File: src/rtl/wb_port_arbiter.sv
// -----------------------------------------------------------------------------
// wb_port_arbiter
//
// Purpose:
//   Shares the register file's single write port between the in-order
//   pipeline writeback stage and a long-latency multi-cycle unit (mul/div).
//   Multi-cycle results are buffered in a small in-order FIFO. They are drained
//   into writeback slots that the pipeline does not use.
//   If the pipeline keeps the FIFO head blocked for MAX_WAIT granted cycles,
//   the pipeline is stalled for one cycle so that the head can drain.
//   Destinations still waiting in the FIFO are reported to the hazard unit.
//
// Parameters:
//   DEPTH    - FIFO entries (power of 2, >= 2)
//   MAX_WAIT - pipeline grants allowed while the FIFO head waits (>= 1)
//
// Ports:
//   clk, rst                  clock, synchronous active-high reset
//   wb_we_i/wb_rd_i/wb_data_i pipeline writeback request (RegWrite/RdW/ResultW)
//   wb_stall_o                pipeline must hold its WB-stage contents
//   mc_valid_i/mc_rd_i/mc_data_i  multi-cycle result offered to the FIFO
//   mc_ready_o                FIFO can accept a result this cycle
//   rs1_i, rs2_i              decode-stage source registers
//   pend1_o, pend2_o          rs1_i / rs2_i match a queued destination
//   rf_we_o/rf_rd_o/rf_wdata_o register file write port
//   stall_cnt_o, mc_cnt_o     (only with WBARB_STATS_EN) stall-cycle count and
//                             accepted non-x0 result count, wrap on overflow
//
// Configuration:
//   Define WBARB_STATS_EN to add the statistics counters and their ports.
//
// Handshake: a multi-cycle result transfers on a rising edge where
//   mc_valid_i && mc_ready_o. mc_ready_o depends only on the FIFO occupancy
//   and never on a same-cycle dequeue. The producer must hold its
//   mc_rd_i/mc_data_i stable while mc_valid_i is high and mc_ready_o is low.
//   When wb_stall_o is high, the pipeline must present the same WB request
//   again in the next cycle. That request is then granted.
// -----------------------------------------------------------------------------
module wb_port_arbiter #(
   parameter int DEPTH    = 2,
   parameter int MAX_WAIT = 4
) (
   input  logic        clk,
   input  logic        rst,
   input  logic        wb_we_i,
   input  logic [4:0]  wb_rd_i,
   input  logic [31:0] wb_data_i,
   output logic        wb_stall_o,
   input  logic        mc_valid_i,
   input  logic [4:0]  mc_rd_i,
   input  logic [31:0] mc_data_i,
   output logic        mc_ready_o,
   input  logic [4:0]  rs1_i,
   input  logic [4:0]  rs2_i,
   output logic        pend1_o,
   output logic        pend2_o,
   output logic        rf_we_o,
   output logic [4:0]  rf_rd_o,
   output logic [31:0] rf_wdata_o
`ifdef WBARB_STATS_EN
   ,
   output logic [31:0] stall_cnt_o,
   output logic [31:0] mc_cnt_o
`else
`endif
);

   localparam int PW = (DEPTH > 1) ? $clog2(DEPTH) : 1;  // pointer width
   localparam int CW = $clog2(DEPTH + 1);                 // occupancy width
   localparam int SW = $clog2(MAX_WAIT + 1);              // starve width

   // FIFO storage and control
   logic [4:0]    rdMem   [DEPTH];
   logic [31:0]   dataMem [DEPTH];
   logic [PW-1:0] wrPtr;
   logic [PW-1:0] rdPtr;
   logic [CW-1:0] count;
   logic [SW-1:0] starve;

   // Request / grant decode
   logic pipeReq;
   logic qNe;
   logic starveHit;
   logic pipeGrant;
   logic fifoGrant;
   logic enqAccept;
   logic enqWrite;

   logic [DEPTH-1:0] entryValid;
   logic [DEPTH-1:0] match1;
   logic [DEPTH-1:0] match2;

   // ---------------------------------------------------------------------
   // Request and grant. While rst is high, every grant is forced low.
   // The stale FIFO state can then never reach the register file.
   // ---------------------------------------------------------------------
   assign pipeReq   = wb_we_i && (wb_rd_i != 5'd0);
   assign qNe       = (count != '0);
   assign starveHit = qNe && (starve == SW'(MAX_WAIT));

   assign pipeGrant = !rst && pipeReq && !starveHit;
   assign fifoGrant = !rst && !pipeGrant && qNe;

   assign wb_stall_o = !rst && pipeReq && starveHit;

   // mc_ready_o looks only at the occupancy, so a full FIFO refuses a
   // result even in the cycle where the FIFO drains its head.
   assign mc_ready_o = !rst && (count < CW'(DEPTH));
   assign enqAccept  = mc_valid_i && mc_ready_o;
   // A result for x0 completes the handshake but is dropped.
   assign enqWrite   = enqAccept && (mc_rd_i != 5'd0);

   // ---------------------------------------------------------------------
   // Write port mux (combinational pass-through for the pipeline)
   // ---------------------------------------------------------------------
   always_comb begin
      rf_we_o    = 1'b0;
      rf_rd_o    = 5'd0;
      rf_wdata_o = 32'd0;
      if (pipeGrant) begin
         rf_we_o    = 1'b1;
         rf_rd_o    = wb_rd_i;
         rf_wdata_o = wb_data_i;
      end else if (fifoGrant) begin
         rf_we_o    = 1'b1;
         rf_rd_o    = rdMem[rdPtr];
         rf_wdata_o = dataMem[rdPtr];
      end
   end

   // ---------------------------------------------------------------------
   // FIFO storage. Contents need no reset, because the occupancy decides
   // which entries are live.
   // ---------------------------------------------------------------------
   always_ff @(posedge clk) begin
      if (enqWrite) begin
         rdMem[wrPtr]   <= mc_rd_i;
         dataMem[wrPtr] <= mc_data_i;
      end
   end

   // FIFO pointers and occupancy. The pointers wrap naturally because DEPTH
   // is a power of two.
   always_ff @(posedge clk) begin
      if (rst) begin
         wrPtr <= '0;
         rdPtr <= '0;
         count <= '0;
      end else begin
         if (enqWrite) begin
            wrPtr <= wrPtr + PW'(1);
         end
         if (fifoGrant) begin
            rdPtr <= rdPtr + PW'(1);
         end
         count <= count + CW'(enqWrite) - CW'(fifoGrant);
      end
   end

   // Starvation counter. It counts the pipeline grants that the waiting
   // head has lost. It clears when the head drains or the FIFO is empty.
   always_ff @(posedge clk) begin
      if (rst) begin
         starve <= '0;
      end else if (fifoGrant || !qNe) begin
         starve <= '0;
      end else if (pipeGrant && (starve != SW'(MAX_WAIT))) begin
         starve <= starve + SW'(1);
      end
   end

   // ---------------------------------------------------------------------
   // Pending-destination lookup. An entry is live when its distance from
   // the read pointer is below the occupancy. The head being dequeued this
   // cycle still counts, because it reaches the register file only at the
   // coming edge.
   // ---------------------------------------------------------------------
   always_comb begin
      entryValid = '0;
      match1     = '0;
      match2     = '0;
      for (int i = 0; i < DEPTH; i++) begin
         entryValid[i] = (CW'(PW'(i) - rdPtr) < count);
         match1[i]     = (rdMem[i] == rs1_i);
         match2[i]     = (rdMem[i] == rs2_i);
      end
   end

   assign pend1_o = !rst && (rs1_i != 5'd0) && |(entryValid & match1);
   assign pend2_o = !rst && (rs2_i != 5'd0) && |(entryValid & match2);

`ifdef WBARB_STATS_EN
   // ---------------------------------------------------------------------
   // Statistics: stall cycles and accepted non-x0 results. Both wrap.
   // ---------------------------------------------------------------------
   always_ff @(posedge clk) begin
      if (rst) begin
         stall_cnt_o <= 32'd0;
         mc_cnt_o    <= 32'd0;
      end else begin
         if (wb_stall_o) begin
            stall_cnt_o <= stall_cnt_o + 32'd1;
         end
         if (enqWrite) begin
            mc_cnt_o <= mc_cnt_o + 32'd1;
         end
      end
   end
`else
`endif

endmodule
File: config.mk
export PLATFORM = sky130hd
export DESIGN_NAME = wb_port_arbiter
export DESIGN_NICKNAME = d
export VERILOG_FILES = /design/src/rtl/wb_port_arbiter.sv
export SDC_FILE = /design/constraint.sdc
export NUM_CORES = 1
export LEC_CHECK = 0
export CAP_MARGIN = 30
export CORE_UTILIZATION = 45
export CTS_CLUSTER_SIZE = 24
export DETAILED_ROUTE_END_ITERATION = 10
export PLACE_DENSITY = 0.76
export SETUP_SLACK_MARGIN = 0.3
export SLEW_MARGIN = 5
export SYNTH_ARGS = -nofsm -noshare
export SYNTH_HDL_FRONTEND = slang
export SYNTH_SLANG_ARGS = --single-unit
File: constraint.sdc
create_clock -name clk -period 4.2 [get_ports clk]
set_clock_uncertainty 0.05 [all_clocks]
set_input_delay 0.84 -clock clk [delete_from_list [all_inputs] [get_ports clk]]
set_output_delay 0.84 -clock clk [all_outputs]
set_load 0.1 [all_outputs]
==> results.txt <==
Average size of a mapped cell -> 15.07 sq um
Total GRT Usage -> 0.2153
Final-stage net count -> 479
Status -> complete, no violations
CTS tree -> yes
Via count normalized by instance count -> 5.252
Final antenna-violating net count -> 0
Effective utilization at floorplan -> 0.4742
Number of global-route vias before repair -> 2805
Number of max-slew violations in the final report -> 0
Hold Vio Cnt, Final -> 0
RSZ-0062 raised after global routing -> true
Number of warnings printed during yosys synthesis -> 0
CTS H-tree lvls -> 3
WL/cell -> 17.85 um
Net switching power -> 0.7990 mW
Maximum capacitance violations -> 0
VDD IR-drop max -> 0.0002704 V
Multi-input combinational cell area -> 1334 sq um
Die X -> 92.94 um
Fraction of power spent switching nets -> 0.3235
Placement Rows -> 32
Post-synthesis cell area -> 3721 sq um
Fraction of final layout cells sized beyond drive strength 1 -> 0.2276
Met1 Usage GRT -> 0.2560
Leak -> 2.023 nW
Buffer type at the clock tree root -> sky130_fd_sc_hd__clkbuf_8
Total inserted antenna cells -> 0
Clock share of power -> 0.269
Routing layer with the top usage in global route -> met2
Count of boundary I/O pins -> 130
Type of element launching the critical path -> input port
Gate count of the mapped netlist -> 247
Global routing met3 resource utilization -> 0.05911
Sequential-to-total area share from yosys stat -> 0.6402
Max_slew headroom -> 0.4490
Synthesis-to-finish area growth -> 59.31%
Die Area -> 8637 sq um
R2R Setup Slk -> 1.90 ns
Insertion delay of the later-clocked pin in the worst-skew pair -> 0.34 ns
Number of detailed-routing iterations run before antenna repair -> 4
Clock buffers created by TritonCTS -> 9
Worst Max-Slew Pin Slew -> 0.8264 ns
Clk pin slew, worst setup/hold paths -> 0.08 ns
Number of buffer cells added on primary ports -> 129
Critical Path RT -> 3.31 ns
Peak clock frequency supported by timing -> 260.8 MHz
Sinks on Clock Net -> 82
Number of antenna violations at the first check in global routing -> 0
Number of fillers in the final layout -> 502
1st-iter DRT viols -> 92
Global-route wire length before repair -> 13890 um
Sequential share of power -> 0.403
Deepest clock path buffer count -> 2
Final setup violation count -> 0
Total Negative Setup Slacks -> 0 ns
CP Max Fanout -> 15
Global route total overflow -> 0
Number of buffers added to fix hold violations after cts -> 0
Chip height -> 92.94 um
Overall Power -> 2.470 mW
Startpoint of the lowest-slack register-to-register path -> starve[0]$_SDFFE_PP0P_
Launching element of the worst setup path -> wb_rd_i[1]
Grt met2 use -> 0.3609
Classification of the worst-slack hold path -> reg -> reg
Routed wire length -> 8799 um
Part of the total power dissipated in combinational logic -> 0.328
HPWL after detailed placement -> 6525 um
Synthesis-stage register bit count -> 82
Sequential cell area -> 2384 sq um
Pint -> 1.671 mW
Final critical-path share of the clock period -> 0.9130
Worst setup path class -> in -> out
Maximum number of pins on one net before global-route repair -> 26
Gpl congestion -> 0.8544
Worst Min Path Start -> starve[0]$_SDFFE_PP0P_
Kind of capture point of the worst setup path -> output port
Utilization after layout -> 0.7554
Remaining design rule violation count -> 0
Routed via count -> 2589
Post-Synthesis Net Count -> 340
Distinct cells, synth -> 30
Arrival time worst endpoint -> 2.94 ns
Core Area -> 7848 sq um
Power density cells -> 416.6 nW/um^2
Minimum clock period after layout -> 3.835 ns
power groups by stage:
stage | Combinational, mW | Clock [mW] | Sequential (mW)
after floorplan | 0.507 | 0 | 0.982
after global placement | 0.798 | 0 | 1.01
after detailed placement | 0.809 | 0 | 1.01
after CTS | 0.812 | 0.679 | 0.996
after global routing | 0.847 | 0.713 | 1.00
final | 0.811 | 0.664 | 0.995
per-layer routing:
| layer | vias to the layer above | part of all wire |
|---|---|---|
| met4 | 0 | 0.024 |
| li1 | 1240 | - |
| met1 | 1229 | 0.41 |
| met2 | 102 | 0.50 |
| met3 | 18 | 0.071 |
| met5 | - | 0 |
area by class of cell:
class	count	area share
Tap cell	102	0.02153
Inverter	8	0.005065
Timing Repair Buffer	140	0.3069
Sequential cell	82	0.4021
Clock inverter	5	0.01731
Clock buffer	11	0.02216
Multi-Input combinational cell	145	0.2250
synthesized netlist by cell type:
cell type | number | area [sq um]
sky130_fd_sc_hd__edfxtp_1 | 74 | 2222
sky130_fd_sc_hd__mux2i_1 | 39 | 390.4
sky130_fd_sc_hd__o2bb2ai_1 | 37 | 324.1
sky130_fd_sc_hd__xor2_1 | 13 | 113.9
sky130_fd_sc_hd__nor2_1 | 12 | 45.04
sky130_fd_sc_hd__xnor2_1 | 11 | 96.34
sky130_fd_sc_hd__dfxtp_1 | 8 | 160.2
sky130_fd_sc_hd__inv_1 | 8 | 30.03
sky130_fd_sc_hd__ha_1 | 5 | 62.56
sky130_fd_sc_hd__nor3_1 | 5 | 25.02
sky130_fd_sc_hd__buf_2 | 4 | 20.02
sky130_fd_sc_hd__buf_6 | 4 | 45.04
sky130_fd_sc_hd__a21oi_1 | 3 | 15.01
sky130_fd_sc_hd__clkbuf_1 | 3 | 11.26
sky130_fd_sc_hd__a221oi_1 | 2 | 17.52
sky130_fd_sc_hd__nand2b_1 | 2 | 12.51
sky130_fd_sc_hd__nand3_1 | 2 | 10.01
sky130_fd_sc_hd__nand4_1 | 2 | 12.51
sky130_fd_sc_hd__nor4_1 | 2 | 12.51
sky130_fd_sc_hd__buf_1 | 1 | 3.750
sky130_fd_sc_hd__nand2_1 | 1 | 3.750
sky130_fd_sc_hd__nor2b_1 | 1 | 6.260
sky130_fd_sc_hd__nor3_2 | 1 | 10.01
sky130_fd_sc_hd__o211ai_2 | 1 | 12.51
sky130_fd_sc_hd__o21ai_4 | 1 | 16.27
sky130_fd_sc_hd__o21bai_2 | 1 | 11.26
sky130_fd_sc_hd__or2_2 | 1 | 6.260
sky130_fd_sc_hd__or3_1 | 1 | 6.260
sky130_fd_sc_hd__or4_1 | 1 | 7.510
sky130_fd_sc_hd__or4_4 | 1 | 11.26
final timing paths:
| path | depth (start not counted) | to |
|---|---|---|
| setup reg to reg | 12 | count[1]$_SDFF_PP0_ |
| hold reg to reg | 1 | starve[0]$_SDFFE_PP0P_ |
| setup / recovery | 7 | rf_wdata_o[28] |
| hold / removal | 1 | starve[0]$_SDFFE_PP0P_ |
metrics by stage:
stage               instances  area [sq um]  setup WS [ns]  hold slack (ns)
CTS                       490          5887         0.3331           0.3994
finish                    493          5928         0.3654           0.3962
global route              493          5928         0.2738           0.4420
global placement          474          5653         0.4005           0.3783
floorplan                 247          3796        0.01814           0.3673
detailed placement        474          5653         0.3394           0.3875
registers in the layout (all words and copies together) (netlist names), named ones only:
name,flops
dataMem,64
rdMem,10
starve,3
count,2
rdPtr,1
wrPtr,1
cell families after synthesis:
family / Yosys count / share of synthesized area
DFF: 82 / 0.6402
muxes: 39 / 0.1049
and+or+nand+nor: 32 / 0.04539
buffers and inverters: 20 / 0.02959
adders and majority gates: 5 / 0.01681
AOI/OAI and AO/OA: 45 / 0.1066
xor gates and xnor gates: 24 / 0.05649
critical path, stage by stage:
cell	delay [ns]
sky130_fd_sc_hd__clkdlybuf4s50_1	0.43
sky130_fd_sc_hd__or4_4	0.55
sky130_fd_sc_hd__o21ai_4	0.26
sky130_fd_sc_hd__o21bai_4	0.18
sky130_fd_sc_hd__buf_12	0.20
sky130_fd_sc_hd__o2bb2ai_1	0.26
sky130_fd_sc_hd__buf_12	0.22
layout by cell type, fill, tap and decap left out, types with 2 or more instances in the layout:
cell	n
sky130_fd_sc_hd__clkdlybuf4s50_1	87
sky130_fd_sc_hd__edfxtp_1	74
sky130_fd_sc_hd__buf_12	44
sky130_fd_sc_hd__mux2i_1	39
sky130_fd_sc_hd__o2bb2ai_1	28
sky130_fd_sc_hd__xor2_1	13
sky130_fd_sc_hd__xnor2_1	11
sky130_fd_sc_hd__nor2_1	9
sky130_fd_sc_hd__o2bb2ai_2	9
sky130_fd_sc_hd__clkbuf_8	9
sky130_fd_sc_hd__buf_4	9
sky130_fd_sc_hd__inv_1	8
sky130_fd_sc_hd__dfxtp_1	7
sky130_fd_sc_hd__ha_1	5
sky130_fd_sc_hd__nor3_1	4
sky130_fd_sc_hd__a21oi_1	3
sky130_fd_sc_hd__bufinv_16	3
sky130_fd_sc_hd__nor2_4	2
sky130_fd_sc_hd__nand2b_1	2
sky130_fd_sc_hd__nand4_1	2
sky130_fd_sc_hd__nor4_1	2
sky130_fd_sc_hd__nand3_1	2
sky130_fd_sc_hd__a221oi_2	2
sky130_fd_sc_hd__clkbuf_1	2
what timing repair did:
item / in CTS / in global routing
buffers inserted: 0 / 3
endpoints found under the setup margin: 0 / 22
gates resized for setup: 0 / 1
No activity file was read; power rests on OpenSTA's default activity.
